**src/rtl/alu_pkg.sv**
```systemverilog
// Shared types for the sequential ALU: opcodes, status flags and FSM states.
package alu_pkg;

    typedef enum logic [2:0] {
        OP_ADD = 3'd0,
        OP_SUB = 3'd1,
        OP_AND = 3'd2,
        OP_OR  = 3'd3,
        OP_XOR = 3'd4,
        OP_SHL = 3'd5,
        OP_SHR = 3'd6,
        OP_MUL = 3'd7
    } alu_op_e;

    typedef struct packed {
        logic Z;
        logic N;
        logic C;
        logic V;
    } alu_flags_t;

    typedef enum logic [1:0] {
        ST_IDLE,
        ST_MUL,
        ST_HOLD
    } alu_state_e;

endpackage

```
**src/rtl/alu_seq_if.sv**
```systemverilog
// Operand/result handshake bundle between the issue logic and the sequential ALU.
interface alu_seq_if
    import alu_pkg::*;
#(
    parameter int WIDTH = 16
) ();

    logic             in_valid;
    logic             in_ready;
    logic [WIDTH-1:0] A;
    logic [WIDTH-1:0] B;
    logic [2:0]       ALU_Sel;
    logic             out_valid;
    logic             out_ready;
    logic [WIDTH-1:0] ALU_Out;
    alu_flags_t       flags;

    modport master (
        output in_valid, A, B, ALU_Sel, out_ready,
        input  in_ready, out_valid, ALU_Out, flags
    );

    modport slave (
        input  in_valid, A, B, ALU_Sel, out_ready,
        output in_ready, out_valid, ALU_Out, flags
    );

endinterface

```
**src/rtl/alu_mul_iter.sv**
```systemverilog
// Iterative shift-add multiplier: one multiplier bit per cycle, WIDTH cycles per product.
module alu_mul_iter #(
    parameter int WIDTH = 16
) (
    input  logic               clk,
    input  logic               rst_n,
    input  logic               start,
    input  logic [WIDTH-1:0]   a,
    input  logic [WIDTH-1:0]   b,
    output logic               done,
    output logic [2*WIDTH-1:0] prod
);

    localparam int CW = $clog2(WIDTH) + 1;
    localparam logic [CW-1:0] LAST = CW'(WIDTH - 1);

    logic [2*WIDTH-1:0] mcand;
    logic [2*WIDTH-1:0] acc;
    logic [2*WIDTH-1:0] acc_next;
    logic [WIDTH-1:0]   mplier;
    logic [CW-1:0]      cnt;
    logic               busy;

    // prod is the accumulator after the current iteration, so it is final while done is high
    assign acc_next = acc + (mplier[0] ? mcand : '0);
    assign done     = busy && (cnt == LAST);
    assign prod     = acc_next;

    always_ff @(posedge clk or negedge rst_n) begin
        if (!rst_n) begin
            mcand  <= '0;
            mplier <= '0;
            acc    <= '0;
            cnt    <= '0;
            busy   <= 1'b0;
        end else if (start) begin
            mcand  <= {{WIDTH{1'b0}}, a};
            mplier <= b;
            acc    <= '0;
            cnt    <= '0;
            busy   <= 1'b1;
        end else if (busy) begin
            acc    <= acc_next;
            mcand  <= mcand << 1;
            mplier <= mplier >> 1;
            if (done) begin
                busy <= 1'b0;
                cnt  <= '0;
            end else begin
                cnt <= cnt + 1'b1;
            end
        end
    end

endmodule

```
**src/rtl/alu_seq.sv**
```systemverilog
// Handshaked sequential ALU: single-cycle ops load the result at accept, MUL runs iteratively.
module alu_seq
    import alu_pkg::*;
#(
    parameter int WIDTH = 16
) (
    input logic      clk,
    input logic      rst_n,
    alu_seq_if.slave bus
);

    localparam int SHW = $clog2(WIDTH);

    alu_state_e         state;
    alu_op_e            op;
    logic               accept;
    logic               out_valid_q;
    logic [WIDTH-1:0]   alu_out_q;
    alu_flags_t         flags_q;

    logic [SHW-1:0]     shamt;
    logic [WIDTH:0]     sum_ext;
    logic [WIDTH:0]     diff_ext;
    logic [WIDTH:0]     shl_ext;
    logic [WIDTH:0]     shr_ext;
    logic [WIDTH-1:0]   alu_res;
    logic               alu_c;
    logic               alu_v;
    alu_flags_t         alu_flags;

    logic               mul_start;
    logic               mul_done;
    logic [2*WIDTH-1:0] mul_prod;
    alu_flags_t         mul_flags;

    assign op          = alu_op_e'(bus.ALU_Sel);
    assign bus.in_ready = (state == ST_IDLE) || (state == ST_HOLD && bus.out_ready);
    assign accept      = bus.in_valid && bus.in_ready;
    assign mul_start   = accept && (op == OP_MUL);

    assign bus.out_valid = out_valid_q;
    assign bus.ALU_Out   = alu_out_q;
    assign bus.flags     = flags_q;

    // Shifts run in WIDTH+1 bits so the last bit shifted out lands in the spare bit
    always_comb begin
        shamt    = bus.B[SHW-1:0];
        sum_ext  = {1'b0, bus.A} + {1'b0, bus.B};
        diff_ext = {1'b0, bus.A} - {1'b0, bus.B};
        shl_ext  = {1'b0, bus.A} << shamt;
        shr_ext  = {bus.A, 1'b0} >> shamt;
        alu_res  = '0;
        alu_c    = 1'b0;
        alu_v    = 1'b0;
        case (op)
            OP_ADD: begin
                alu_res = sum_ext[WIDTH-1:0];
                alu_c   = sum_ext[WIDTH];
                alu_v   = (bus.A[WIDTH-1] == bus.B[WIDTH-1]) && (sum_ext[WIDTH-1] != bus.A[WIDTH-1]);
            end
            OP_SUB: begin
                alu_res = diff_ext[WIDTH-1:0];
                alu_c   = diff_ext[WIDTH];
                alu_v   = (bus.A[WIDTH-1] != bus.B[WIDTH-1]) && (diff_ext[WIDTH-1] != bus.A[WIDTH-1]);
            end
            OP_AND: alu_res = bus.A & bus.B;
            OP_OR:  alu_res = bus.A | bus.B;
            OP_XOR: alu_res = bus.A ^ bus.B;
            OP_SHL: begin
                alu_res = shl_ext[WIDTH-1:0];
                alu_c   = shl_ext[WIDTH];
            end
            OP_SHR: begin
                alu_res = shr_ext[WIDTH:1];
                alu_c   = shr_ext[0];
            end
            default: ;
        endcase
        alu_flags.Z = (alu_res == '0);
        alu_flags.N = alu_res[WIDTH-1];
        alu_flags.C = alu_c;
        alu_flags.V = alu_v;
        mul_flags.Z = (mul_prod[WIDTH-1:0] == '0);
        mul_flags.N = mul_prod[WIDTH-1];
        mul_flags.C = |mul_prod[2*WIDTH-1:WIDTH];
        mul_flags.V = 1'b0;
    end

    alu_mul_iter #(.WIDTH(WIDTH)) u_mul (
        .clk   (clk),
        .rst_n (rst_n),
        .start (mul_start),
        .a     (bus.A),
        .b     (bus.B),
        .done  (mul_done),
        .prod  (mul_prod)
    );

    // A new accept in HOLD replaces the handshaked result in the same edge
    always_ff @(posedge clk or negedge rst_n) begin
        if (!rst_n) begin
            state       <= ST_IDLE;
            out_valid_q <= 1'b0;
            alu_out_q   <= '0;
            flags_q     <= '0;
        end else if (state == ST_MUL) begin
            if (mul_done) begin
                state       <= ST_HOLD;
                out_valid_q <= 1'b1;
                alu_out_q   <= mul_prod[WIDTH-1:0];
                flags_q     <= mul_flags;
            end
        end else if (accept) begin
            if (op == OP_MUL) begin
                state       <= ST_MUL;
                out_valid_q <= 1'b0;
            end else begin
                state       <= ST_HOLD;
                out_valid_q <= 1'b1;
                alu_out_q   <= alu_res;
                flags_q     <= alu_flags;
            end
        end else if (state == ST_HOLD && bus.out_ready) begin
            state       <= ST_IDLE;
            out_valid_q <= 1'b0;
        end
    end

endmodule

```
**src/flat_wrapper.sv**
```systemverilog
// flat-port wrapper written by rule: the top's interface ports become plain ports
module alu_seq_flat import alu_pkg::*;
#(
    parameter int WIDTH = 16
)
  (clk, rst_n, bus_in_valid, bus_A, bus_B, bus_ALU_Sel, bus_out_ready, bus_in_ready, bus_out_valid, bus_ALU_Out, bus_flags);
  alu_seq_if #(.WIDTH(WIDTH)) bus_i ();
  input logic clk;
  input logic rst_n;
  input wire logic [$bits(bus_i.in_valid)-1:0] bus_in_valid;
  input wire logic [$bits(bus_i.A)-1:0] bus_A;
  input wire logic [$bits(bus_i.B)-1:0] bus_B;
  input wire logic [$bits(bus_i.ALU_Sel)-1:0] bus_ALU_Sel;
  input wire logic [$bits(bus_i.out_ready)-1:0] bus_out_ready;
  output wire logic [$bits(bus_i.in_ready)-1:0] bus_in_ready;
  output wire logic [$bits(bus_i.out_valid)-1:0] bus_out_valid;
  output wire logic [$bits(bus_i.ALU_Out)-1:0] bus_ALU_Out;
  output wire logic [$bits(bus_i.flags)-1:0] bus_flags;
  assign bus_i.in_valid = bus_in_valid;
  assign bus_i.A = bus_A;
  assign bus_i.B = bus_B;
  assign bus_i.ALU_Sel = bus_ALU_Sel;
  assign bus_i.out_ready = bus_out_ready;
  assign bus_in_ready = bus_i.in_ready;
  assign bus_out_valid = bus_i.out_valid;
  assign bus_ALU_Out = bus_i.ALU_Out;
  assign bus_flags = bus_i.flags;
  alu_seq #(.WIDTH(WIDTH)) u_core (.clk(clk), .rst_n(rst_n), .bus(bus_i));
endmodule
```
**config.mk**
```make
export PLATFORM = sky130hd
export DESIGN_NAME = alu_seq_flat
export DESIGN_NICKNAME = d
export VERILOG_FILES = /design/src/rtl/alu_pkg.sv /design/src/rtl/alu_seq_if.sv /design/src/rtl/alu_mul_iter.sv /design/src/rtl/alu_seq.sv /design/src/flat_wrapper.sv
export SDC_FILE = /design/constraint.sdc
export NUM_CORES = 1
export LEC_CHECK = 0
export CORE_ASPECT_RATIO = 0.7
export CORE_MARGIN = 2
export CORE_UTILIZATION = 45
export DETAILED_ROUTE_END_ITERATION = 16
export GPL_TIMING_DRIVEN = 0
export PLACE_DENSITY = 0.62
export SLEW_MARGIN = 20
export SYNTH_ARGS = -nofsm -noshare
export SYNTH_HDL_FRONTEND = slang
export SYNTH_SLANG_ARGS = --single-unit
```
**constraint.sdc**
```tcl
create_clock -name clk -period 7.2 [get_ports clk]
set_input_delay 1.44 -clock clk [delete_from_list [all_inputs] [get_ports clk]]
set_output_delay 1.44 -clock clk [all_outputs]
set_load 0.01 [all_outputs]
```
==> flow_summary.yaml <==
synth:
  synth.most_common_cell: "nor2_1"
  netlist.top_cell.by_area: "dfrtp_1"
  netlist_top_cells_count: "156 x nor2_1, 107 x dfrtp_1, 101 x nand2_1"
  syn_area_um2: 10500
  synth-seq-area-share_pct: 25.6
  synthFlopType: "dfrtp_1"
  synthCells: 1272
  yosys-top-cells-area: "dfrtp_1 26%, ha_1 10%, mux2i_1 9.0%"
  postSynthAreaPerCell_um2: 8.23
  synth_top_area_share_pct: 25.6
  synth_seq_cells: 107
  synth-edff-count: 0
  syn_nets: 1400
  synth_cell_types: 78
  yosys_warnings: 0
  synthArstFlopShare_pct: 100
floorplanning:
  rows: 46
  start_util_pct: 46.1
  die_w_um: 186
  coreArea_um2: 22700
  dieArea_um2: 24500
  die_h_um: 132
  ios: 61
global_route:
  grt_pass1_wl_um: 59400
  antenna_found_initial: 2
  grt_overflow: 0
  grt.total_usage_pct: 31.6
  grt_pass1_vias: 9439
  grt_max_degree: 76
finish:
  diodes: 0
  area_growth_pct: 12.6
  fin_nets: 1472
  drive_above_1_share_pct: 4.97
setup_path:
  crit_required_ps: 7480
  rrSetupSlack_ps: 2880
  path_class: "primary input to flip-flop"
  r2r_start: "u_core.u_mul.mplier[0]$_DFFE_PN0P_"
  worst-path-stages: 16
  cp-start-kind: "primary input"
  end_kind: "flip-flop"
  critPathBufInv: 5
  critPathMaxFanout: 10
  slowest_delay_ps: 630
  cp-endpoint: "u_core.bus.flags[3]$_DFFE_PN0P_"
  reg2reg_depth: 13
  path_cells: "clkdlybuf4s50_1 -> buf_2 -> buf_1 -> buf_2 -> inv_1 -> ha_1 -> a211oi_1 -> o211ai_1 -> a31o_1 -> a21oi_1 -> mux2_2 -> a211oi_1 -> o21ai_0 -> nor2_1 -> nand4_1 -> o31ai_1"
  path_delay_family: "compound AO/OA/AOI/OAI gates"
  cpMaxStageDelayCell: "clkdlybuf4s50_1"
  arrival_ps: 6720
  crit_start: "bus_B[1]"
  reg2reg_to: "u_core.bus.flags[1]$_DFFE_PN0P_"
routing:
  first_pass_iters: 5
  wl_per_cell_um: 23.3
  drt_iter0_drc: 1400
  routed_wl_um: 38800
  dr_total_vias: 10500
  avgViaCountPerCell: 6.30
  drtAntennaViolNets: 0
  drc_errors: 0
timing:
  skew_ps: 7.41
  fin_tns_setup_ps: 0
  max_freq_ghz: 0.155
  maxSlewHeadroom_pct: 26.8
  fin_crit_sh_pct: 89.5
  grt_setup_unrepaired: "false"
  layout_min_cycle_time_ps: 6440
  setup_viol: 0
  maxSlewViolCount: 0
  hold_viol: 0
  worstMarginPinSlew_ps: 1080
clocking:
  cts_made_buffers: 9
  cts.sinks: 107
  clk_path_buf_depth: 2
  postCtsSetupRepairBufs: 0
  cts_hold_buffers: 0
  cts_resized: 0
  root_buffer: "clkbuf_16"
  insertion_delay_ps: 370
  htree_levels: 3
  cts_tree: "yes"
  clk_pin_slew_ps: 80
pwr:
  p_leak_nw: 5.08
  vdd_drop_max_mv: 0.184
  p_total_w: 0.00333
  powerDensity_nw_per_um2: 283
placement:
  port_buffers: 59
  place_congestion: 1.06
  hpwl_um: 30900
worst_hold_path:
  holdCritPathClass: "flip-flop to flip-flop"
flow_run:
  maxCapViolations: 0
outcome:
  outcome: "completed"
per-layer routing:
layer	vias up	routed length [µm]	track usage, %
li1	4779	-	-
met1	5088	18800	51.4
met2	557	14200	38.9
met3	41	5280	10.5
met4	0	533	5.91
met5	-	0	0
report_power, final:
| group | switching (W) | internal, W | total [W] |
|---|---|---|---|
| Sequential | 0.000189 | 0.000852 | 0.00104 |
| Clock | 0.000252 | 0.000254 | 0.000506 |
| Combinational | 0.00105 | 0.000736 | 0.00179 |
| Total | 0.00149 | 0.00184 | 0.00333 |
metrics by stage:
| step | hold slack, ps | utilization (%) | cell area (µm²) | setup WS (ps) | std cells |
|---|---|---|---|---|---|
| final | 520 | 51.9 | 11800 | 756 | 1661 |
| after CTS | 522 | 51.9 | 11800 | 964 | 1661 |
| after detailed placement | 508 | 50.6 | 11500 | 587 | 1645 |
| after global routing | 549 | 51.9 | 11800 | 585 | 1661 |
| after global placement | 493 | 50.4 | 11500 | 357 | 1643 |
| after floorplan | 462 | - | 10500 | 2190 | 1272 |
worst register-to-register path, stage by stage, from the launching register on:
cell	delay, ps
dfrtp_1	520
clkbuf_1	360
and2_1	240
ha_1	260
a211oi_1	330
o211ai_1	200
a221oi_2	480
nand3_1	120
and4_1	230
or3b_1	400
or4_1	450
nor4_1	270
and4bb_1	270
a21oi_1	70
layout make-up:
type                    instances  area, µm²
plain buffers                  84        345
clock buffers                  11        243
clock inverters                 5       55.1
fillers                      2207      10900
inverters                      59        221
multi-input cells            1022       7230
flip-flops and latches        107       2680
well taps                     312        390
repair buffers                 61        627
flip-flops by register name, summed over array words and instances (netlist names):
signal / flops
u_core.bus.ALU_Out: 16
u_core.bus.flags: 3
u_core.state: 2
u_core.u_mul.acc: 32
u_core.u_mul.busy: 1
u_core.u_mul.cnt: 5
u_core.u_mul.mcand: 32
u_core.u_mul.mplier: 16
layout by cell type (no fill, tap or decap), drive strengths merged, types with 18 or more instances in the layout:
master,Yosys,routed
dfrtp,107,107
xnor2,27,27
ha,86,86
a211oi,27,27
a21oi,85,85
buf,16,19
mux4,18,18
o21ai,96,96
a21o,19,19
nand2,101,101
inv,56,59
clkdlybuf4s50,0,58
nor2,156,156
mux2i,94,94
clkbuf,68,79
and2,34,34
nor3,23,23
nand3,25,25
cell families (layout without fill, tap and decap cells):
group	count (synthesis)	count (layout)	synth area share, %
AND/OR/NAND/NOR	407	407	18.0
AO/OA/AOI/OAI	366	366	23.1
buffers and inverters	143	220	5.41
multiplexers	120	120	13.7
flip-flops	107	107	25.6
adder cells (fa/ha/maj)	89	89	10.8
XOR/XNOR	40	40	3.35
worst min-delay path by stage:
stage,slack [ps],startpoint,end,cells past startpoint
after floorplan,460,u_core.u_mul.cnt[3]$_DFFE_PN0P_,u_core.u_mul.cnt[3]$_DFFE_PN0P_,1
after global placement,490,u_core.u_mul.cnt[3]$_DFFE_PN0P_,u_core.u_mul.cnt[3]$_DFFE_PN0P_,1
after detailed placement,510,u_core.u_mul.cnt[3]$_DFFE_PN0P_,u_core.u_mul.cnt[3]$_DFFE_PN0P_,1
after CTS,520,u_core.u_mul.cnt[3]$_DFFE_PN0P_,u_core.u_mul.cnt[3]$_DFFE_PN0P_,1
after global routing,550,u_core.u_mul.cnt[3]$_DFFE_PN0P_,u_core.u_mul.cnt[3]$_DFFE_PN0P_,1
final,520,u_core.u_mul.cnt[3]$_DFFE_PN0P_,u_core.u_mul.cnt[3]$_DFFE_PN0P_,1
(Power assumes the default switching activity.)
